**config.mk**
```make
export PLATFORM = sky130hd
export DESIGN_NAME = controller
export DESIGN_NICKNAME = d
export VERILOG_FILES = /design/src/rtl/controller.sv
export SDC_FILE = /design/constraint.sdc
export NUM_CORES = 1
export LEC_CHECK = 0
export CAP_MARGIN = 10
export CORE_MARGIN = 4
export CORE_UTILIZATION = 36
export DETAILED_ROUTE_END_ITERATION = 10
export PLACE_DENSITY = 0.74
export SLEW_MARGIN = 25
export SYNTH_ARGS = -nofsm -noshare
export SYNTH_HDL_FRONTEND = slang
export SYNTH_SLANG_ARGS = --single-unit
```
**constraint.sdc**
```tcl
create_clock -name clk -period 0.8 [get_ports clk]
set_input_delay 0.16 -clock clk [delete_from_list [all_inputs] [get_ports clk]]
set_output_delay 0.16 -clock clk [all_outputs]
set_load 0.005 [all_outputs]
```
**src/rtl/controller.sv**
```systemverilog
// Main control decoder: combinational decode of opcode/funct into a control
// word, registered once so every output lags its inputs by one clock.
module controller (
  input  logic       clk,
  input  logic       reset,
  input  logic [5:0] Option,
  input  logic [5:0] Function,
  output logic [1:0] Regdst,
  output logic       Branch0,
  output logic       Branch1,
  output logic       MemRead,
  output logic [1:0] MemtoReg,
  output logic [2:0] ALUOp,
  output logic       MemWrite,
  output logic       ALUSrc,
  output logic       Regwrite,
  output logic [1:0] Sign
);

  typedef enum logic [5:0] {
    OP_RTYPE = 6'b000000,
    OP_JAL   = 6'b000011,
    OP_BEQ   = 6'b000100,
    OP_ORI   = 6'b001101,
    OP_LUI   = 6'b001111,
    OP_LW    = 6'b100011,
    OP_SW    = 6'b101011
  } opcode_e;

  typedef enum logic [5:0] {
    FN_ADDU = 6'b100001,
    FN_SUBU = 6'b100011
  } funct_e;

  typedef enum logic [2:0] {
    ALU_ADD   = 3'b000,
    ALU_SUB   = 3'b001,
    ALU_OR    = 3'b010,
    ALU_PASSB = 3'b011
  } aluop_e;

  typedef enum logic [1:0] {
    DST_RT = 2'b00,
    DST_RD = 2'b01,
    DST_RA = 2'b10
  } regdst_e;

  typedef enum logic [1:0] {
    WB_ALU = 2'b00,
    WB_MEM = 2'b01,
    WB_PC4 = 2'b10
  } wbsrc_e;

  typedef enum logic [1:0] {
    EXT_ZERO = 2'b00,
    EXT_SIGN = 2'b01,
    EXT_LUI  = 2'b10
  } ext_e;

  typedef struct packed {
    logic [1:0] regdst;
    logic       branch0;
    logic       branch1;
    logic       memread;
    logic [1:0] memtoreg;
    logic [2:0] aluop;
    logic       memwrite;
    logic       alusrc;
    logic       regwrite;
    logic [1:0] sign;
  } ctrl_t;

  ctrl_t ctrl_next;
  ctrl_t ctrl_q;

  // An all-zero word is the NOP; every unlisted opcode/funct falls to it.
  always_comb begin
    ctrl_next = '0;
    case (Option)
      OP_RTYPE: begin
        case (Function)
          FN_ADDU, FN_SUBU: begin
            ctrl_next.regdst   = DST_RD;
            ctrl_next.aluop    = (Function == FN_SUBU) ? ALU_SUB : ALU_ADD;
            ctrl_next.regwrite = 1'b1;
            ctrl_next.memtoreg = WB_ALU;
            ctrl_next.sign     = EXT_ZERO;
          end
          default: ctrl_next = '0;
        endcase
      end
      OP_ORI: begin
        ctrl_next.regdst   = DST_RT;
        ctrl_next.aluop    = ALU_OR;
        ctrl_next.alusrc   = 1'b1;
        ctrl_next.regwrite = 1'b1;
        ctrl_next.sign     = EXT_ZERO;
      end
      OP_LW: begin
        ctrl_next.regdst   = DST_RT;
        ctrl_next.aluop    = ALU_ADD;
        ctrl_next.alusrc   = 1'b1;
        ctrl_next.memread  = 1'b1;
        ctrl_next.memtoreg = WB_MEM;
        ctrl_next.regwrite = 1'b1;
        ctrl_next.sign     = EXT_SIGN;
      end
      OP_SW: begin
        ctrl_next.aluop    = ALU_ADD;
        ctrl_next.alusrc   = 1'b1;
        ctrl_next.memwrite = 1'b1;
        ctrl_next.sign     = EXT_SIGN;
      end
      OP_BEQ: begin
        ctrl_next.branch0  = 1'b1;
        ctrl_next.aluop    = ALU_SUB;
        ctrl_next.sign     = EXT_SIGN;
      end
      OP_LUI: begin
        ctrl_next.regdst   = DST_RT;
        ctrl_next.aluop    = ALU_PASSB;
        ctrl_next.alusrc   = 1'b1;
        ctrl_next.sign     = EXT_LUI;
        ctrl_next.regwrite = 1'b1;
      end
      OP_JAL: begin
        ctrl_next.branch1  = 1'b1;
        ctrl_next.regdst   = DST_RA;
        ctrl_next.memtoreg = WB_PC4;
        ctrl_next.regwrite = 1'b1;
      end
      default: ctrl_next = '0;
    endcase
  end

  always_ff @(posedge clk or posedge reset) begin
    if (reset) ctrl_q <= '0;
    else       ctrl_q <= ctrl_next;
  end

  assign Regdst   = ctrl_q.regdst;
  assign Branch0  = ctrl_q.branch0;
  assign Branch1  = ctrl_q.branch1;
  assign MemRead  = ctrl_q.memread;
  assign MemtoReg = ctrl_q.memtoreg;
  assign ALUOp    = ctrl_q.aluop;
  assign MemWrite = ctrl_q.memwrite;
  assign ALUSrc   = ctrl_q.alusrc;
  assign Regwrite = ctrl_q.regwrite;
  assign Sign     = ctrl_q.sign;

endmodule

```
==> impl_summary.md <==
Status
The flow ran to the end, but the final reports show violations. The final reports fail on negative setup slack.

Drt
After detailed routing, the met3 layer carries 158 um of wire. The routed wire length is 1.246 mm. Once detail routing completed, the nets flagged for antenna violations numbered 0. For this block, wires on met1 add up to 478 um. In the detailed route, the total length drawn on met2 is 592 um. The top routing layer in use is met4.

The average vias per placed instance is 4.848. After detailed routing, the number of remaining DRC violations is 0. The number of design-rule violations left by the first detailed-router iteration is 13. The detailed-router iteration count before antenna repair is 5. The mean routed wirelength per cell is 12.59 um.

The via total after detailed routing is 480.

Clock network
The number of hold buffers added after CTS was 0. The library cell used as clock root buffer is clkbuf_4. The total clock buffers created by CTS is 3. The clock tree from TritonCTS is yes.

The depth of the CTS H-tree is 1. The maximum clock path buffer count is 2. The clock-pin slew on the worst setup and hold paths is 0.07 ns. Counting every sink on the clock net gives 12.

Final layout
The post-layout instance count excluding filler cells is 99. The final net count is 99. The area growth from synthesis to layout is 64.30%. Of the cells placed in the final design, the portion with a size suffix greater than 1 is 0.4881. After routing the design area is 869.6 um2. Summing all multi-input logic gate instances after layout gives 227.7 um2. The footprint of the flip-flops and latches is 300.3 um2. The library cells used most frequently in the layout, excluding fill and tap cells, are 15 x buf_2, 12 x dfrtp_1, 9 x buf_4. The leading cell type in the layout, fill and taps excluded is buf_2. Once layout is complete, the utilization of the core stands at 0.6441.

The final-layout fill cell count is 119. The number of antenna diodes in the final layout is 0.

Placement
The total placed cells including tap cells is 93. The cell area after placement is 863.3 um2. Input and output buffers added on the ports amount to 27. The worst slack at placement is -0.6854 ns.

The routability congestion estimate from global placement is 0.7818. The wire-length estimate of the detail-placed layout is 918.3 um.

Timing
In the finished design, the share of the clock period the worst path needs comes to 1.295. Across all setup checks in the final design, the least slack found is -0.2362 ns. The final setup violation count is 14. Static timing analysis puts the maximum clock frequency at 965.0 MHz. Setup repair after global routing could not meet its margin everywhere.

The final number of hold-violating endpoints was 0. The tightest hold path in the finished design has a slack of 0.1459 ns. The final number of max-transition violations is 0. Subtracting the final worst setup slack from the clock period gives 1.036 ns.

Worst hold path
The worst min-delay path category is in -> reg. The number of cells on the worst hold path is 2.

Synth
The post-synthesis instance total is 47. The fraction of post-synthesis cell area in the top cell type by area is 0.5674. The fraction of the yosys area taken by sequential cells is 0.5674. In this run, distinct cell masters in the synthesized netlist total 21. The synthesized design contains 12 register bits. The mean instance size in the synthesized netlist is 11.26 um2. Ranked by total cell area, the synthesized netlist is headed by dfrtp_1 57%, nor4b_1 5.0%, buf_4 4.3%. The synthesized net count is 61. The synthesized design spends more area on one cell type than any other, namely dfrtp_1. The Yosys step of the flow raised 0 warnings. In this run the cell area of the synthesized design comes to 529.3 um2.

GRT
The wire length of the first global-routing pass is 2.070 mm. The number of global-route vias before repair is 476. The initial antenna violation count is 0. The total overflow left after global routing is 0.

The total track usage is 0.1431. The pin count of the biggest net entering global routing is 13.

Floorplan
For this configuration, the core starts out at a cell density of 0.3920. The die covers 2147 um2. The total I/O pin count is 29.

The die span in x is 46.34 um. Row generation in the floorplan step produced 13 rows. In this run the vertical extent of the chip is 46.34 um. The core region area is 1350 um2.

Power
The leakage power is 0.4588 nW. The ratio of total power to cell area is 1490 nW/um2. The worst vdd rail ir drop is 1023 uV.

Critical path
Along the worst path, the maximum fanout reaches 2. The critical path in this run is classified as reg -> out. The data arrival time of the critical path is 0.88 ns.

The count of buffer and inverter cells on the critical path is 2. The critical path goes through buf_6 -> buf_6. Data on the critical path is required at its endpoint by 0.64 ns. The category of the worst setup path launch point is a register. The worst stage delay on the critical path is 0.38 ns. The cell that appears most often on the critical path is buf_6. The endpoint class of the critical path is an output pin. The total stage count of the critical path is 2.

The slowest stage of the critical path is the dfrtp_1 cell. The kind of cell with the highest combined delay on the critical path is flip-flops.

Flow run
The reported max-cap violation count is 0.
==> through the flow <==
stage          TNS (ns)  power, mW
3_5_place_dp     -8.719     0.8275
2_1_floorplan   -0.1029     0.6933
6_report         -1.820      1.296
5_1_grt          -2.409      1.371
3_3_place_gp     -8.436     0.8255
4_1_cts          -1.922      1.302
==> per-layer routing <==
| layer | track usage | up-vias |
|---|---|---|
| li1 | - | 232 |
| met1 | 0.1571 | 215 |
| met2 | 0.2225 | 31 |
| met3 | 0.04297 | 2 |
| met4 | 0.1193 | 0 |
| met5 | 0 | - |
==> synth_stat cells <==
master	instances
conb_1	1
o21bai_1	1
a31oi_1	1
nand2_1	4
inv_1	2
o31ai_2	1
a21o_1	1
nand2b_1	2
or3b_1	1
nor4_4	1
dfrtp_1	12
buf_6	1
nand3_1	1
buf_4	3
and3_1	2
nor2b_1	1
nor4b_1	3
a21oi_1	2
nor3_1	2
nor2_1	4
nand3b_1	1
==> sequential cells by signal, indices dropped and copies added, names as in the netlist <==
name and count:
Regdst 1, ALUSrc 1, Regwrite 1, MemWrite 1, Sign 2, Branch0 1, ALUOp 2, MemtoReg 2
Branch1 1
==> final timing paths <==
| path | from | slack (ns) | endpoint |
|---|---|---|---|
| min in group asynchronous | reset | 0.17 | ALUSrc |
| max in group asynchronous | reset | 0.52 | MemWrite |
| setup / recovery | MemtoReg[0] | -0.24 | MemRead |
| hold / removal | Option[3] | 0.15 | MemWrite |
==> cells by family (layout without fill, tap and decap cells) <==
| logic type | Yosys count | in the layout | synth area share |
|---|---|---|---|
| AO/OA/AOI/OAI | 6 | 6 | 0.08276 |
| buffers and inverters | 6 | 43 | 0.07801 |
| flip-flops | 12 | 12 | 0.5674 |
| other | 1 | 1 | 0.007085 |
| AND/OR/NAND/NOR | 22 | 22 | 0.2648 |
==> what timing repair did <==
action                                  in CTS  in global routing
endpoints found under the setup margin      26                 18
resized for setup                           86                  8
setup buffers                                2                  0
pin swaps                                    4                  6
==> final cells by class <==
| cell class | count | share of cell area |
|---|---|---|
| clock buffers | 4 | 0.04173 |
| repair buffers | 37 | 0.3209 |
| well taps | 15 | 0.02158 |
| flip-flops and latches | 12 | 0.3453 |
| inverters | 2 | 0.008633 |
| multi-input cells | 29 | 0.2619 |
==> power breakdown <==
group / switching, mW / leakage, nW / internal, mW / total [mW]
Sequential: 0.00197 / 0.166 / 0.615 / 0.617
Clock: 0.210 / 0.0210 / 0.277 / 0.487
Combinational: 0.0876 / 0.271 / 0.104 / 0.192
Power figures use the tool's default switching activity.
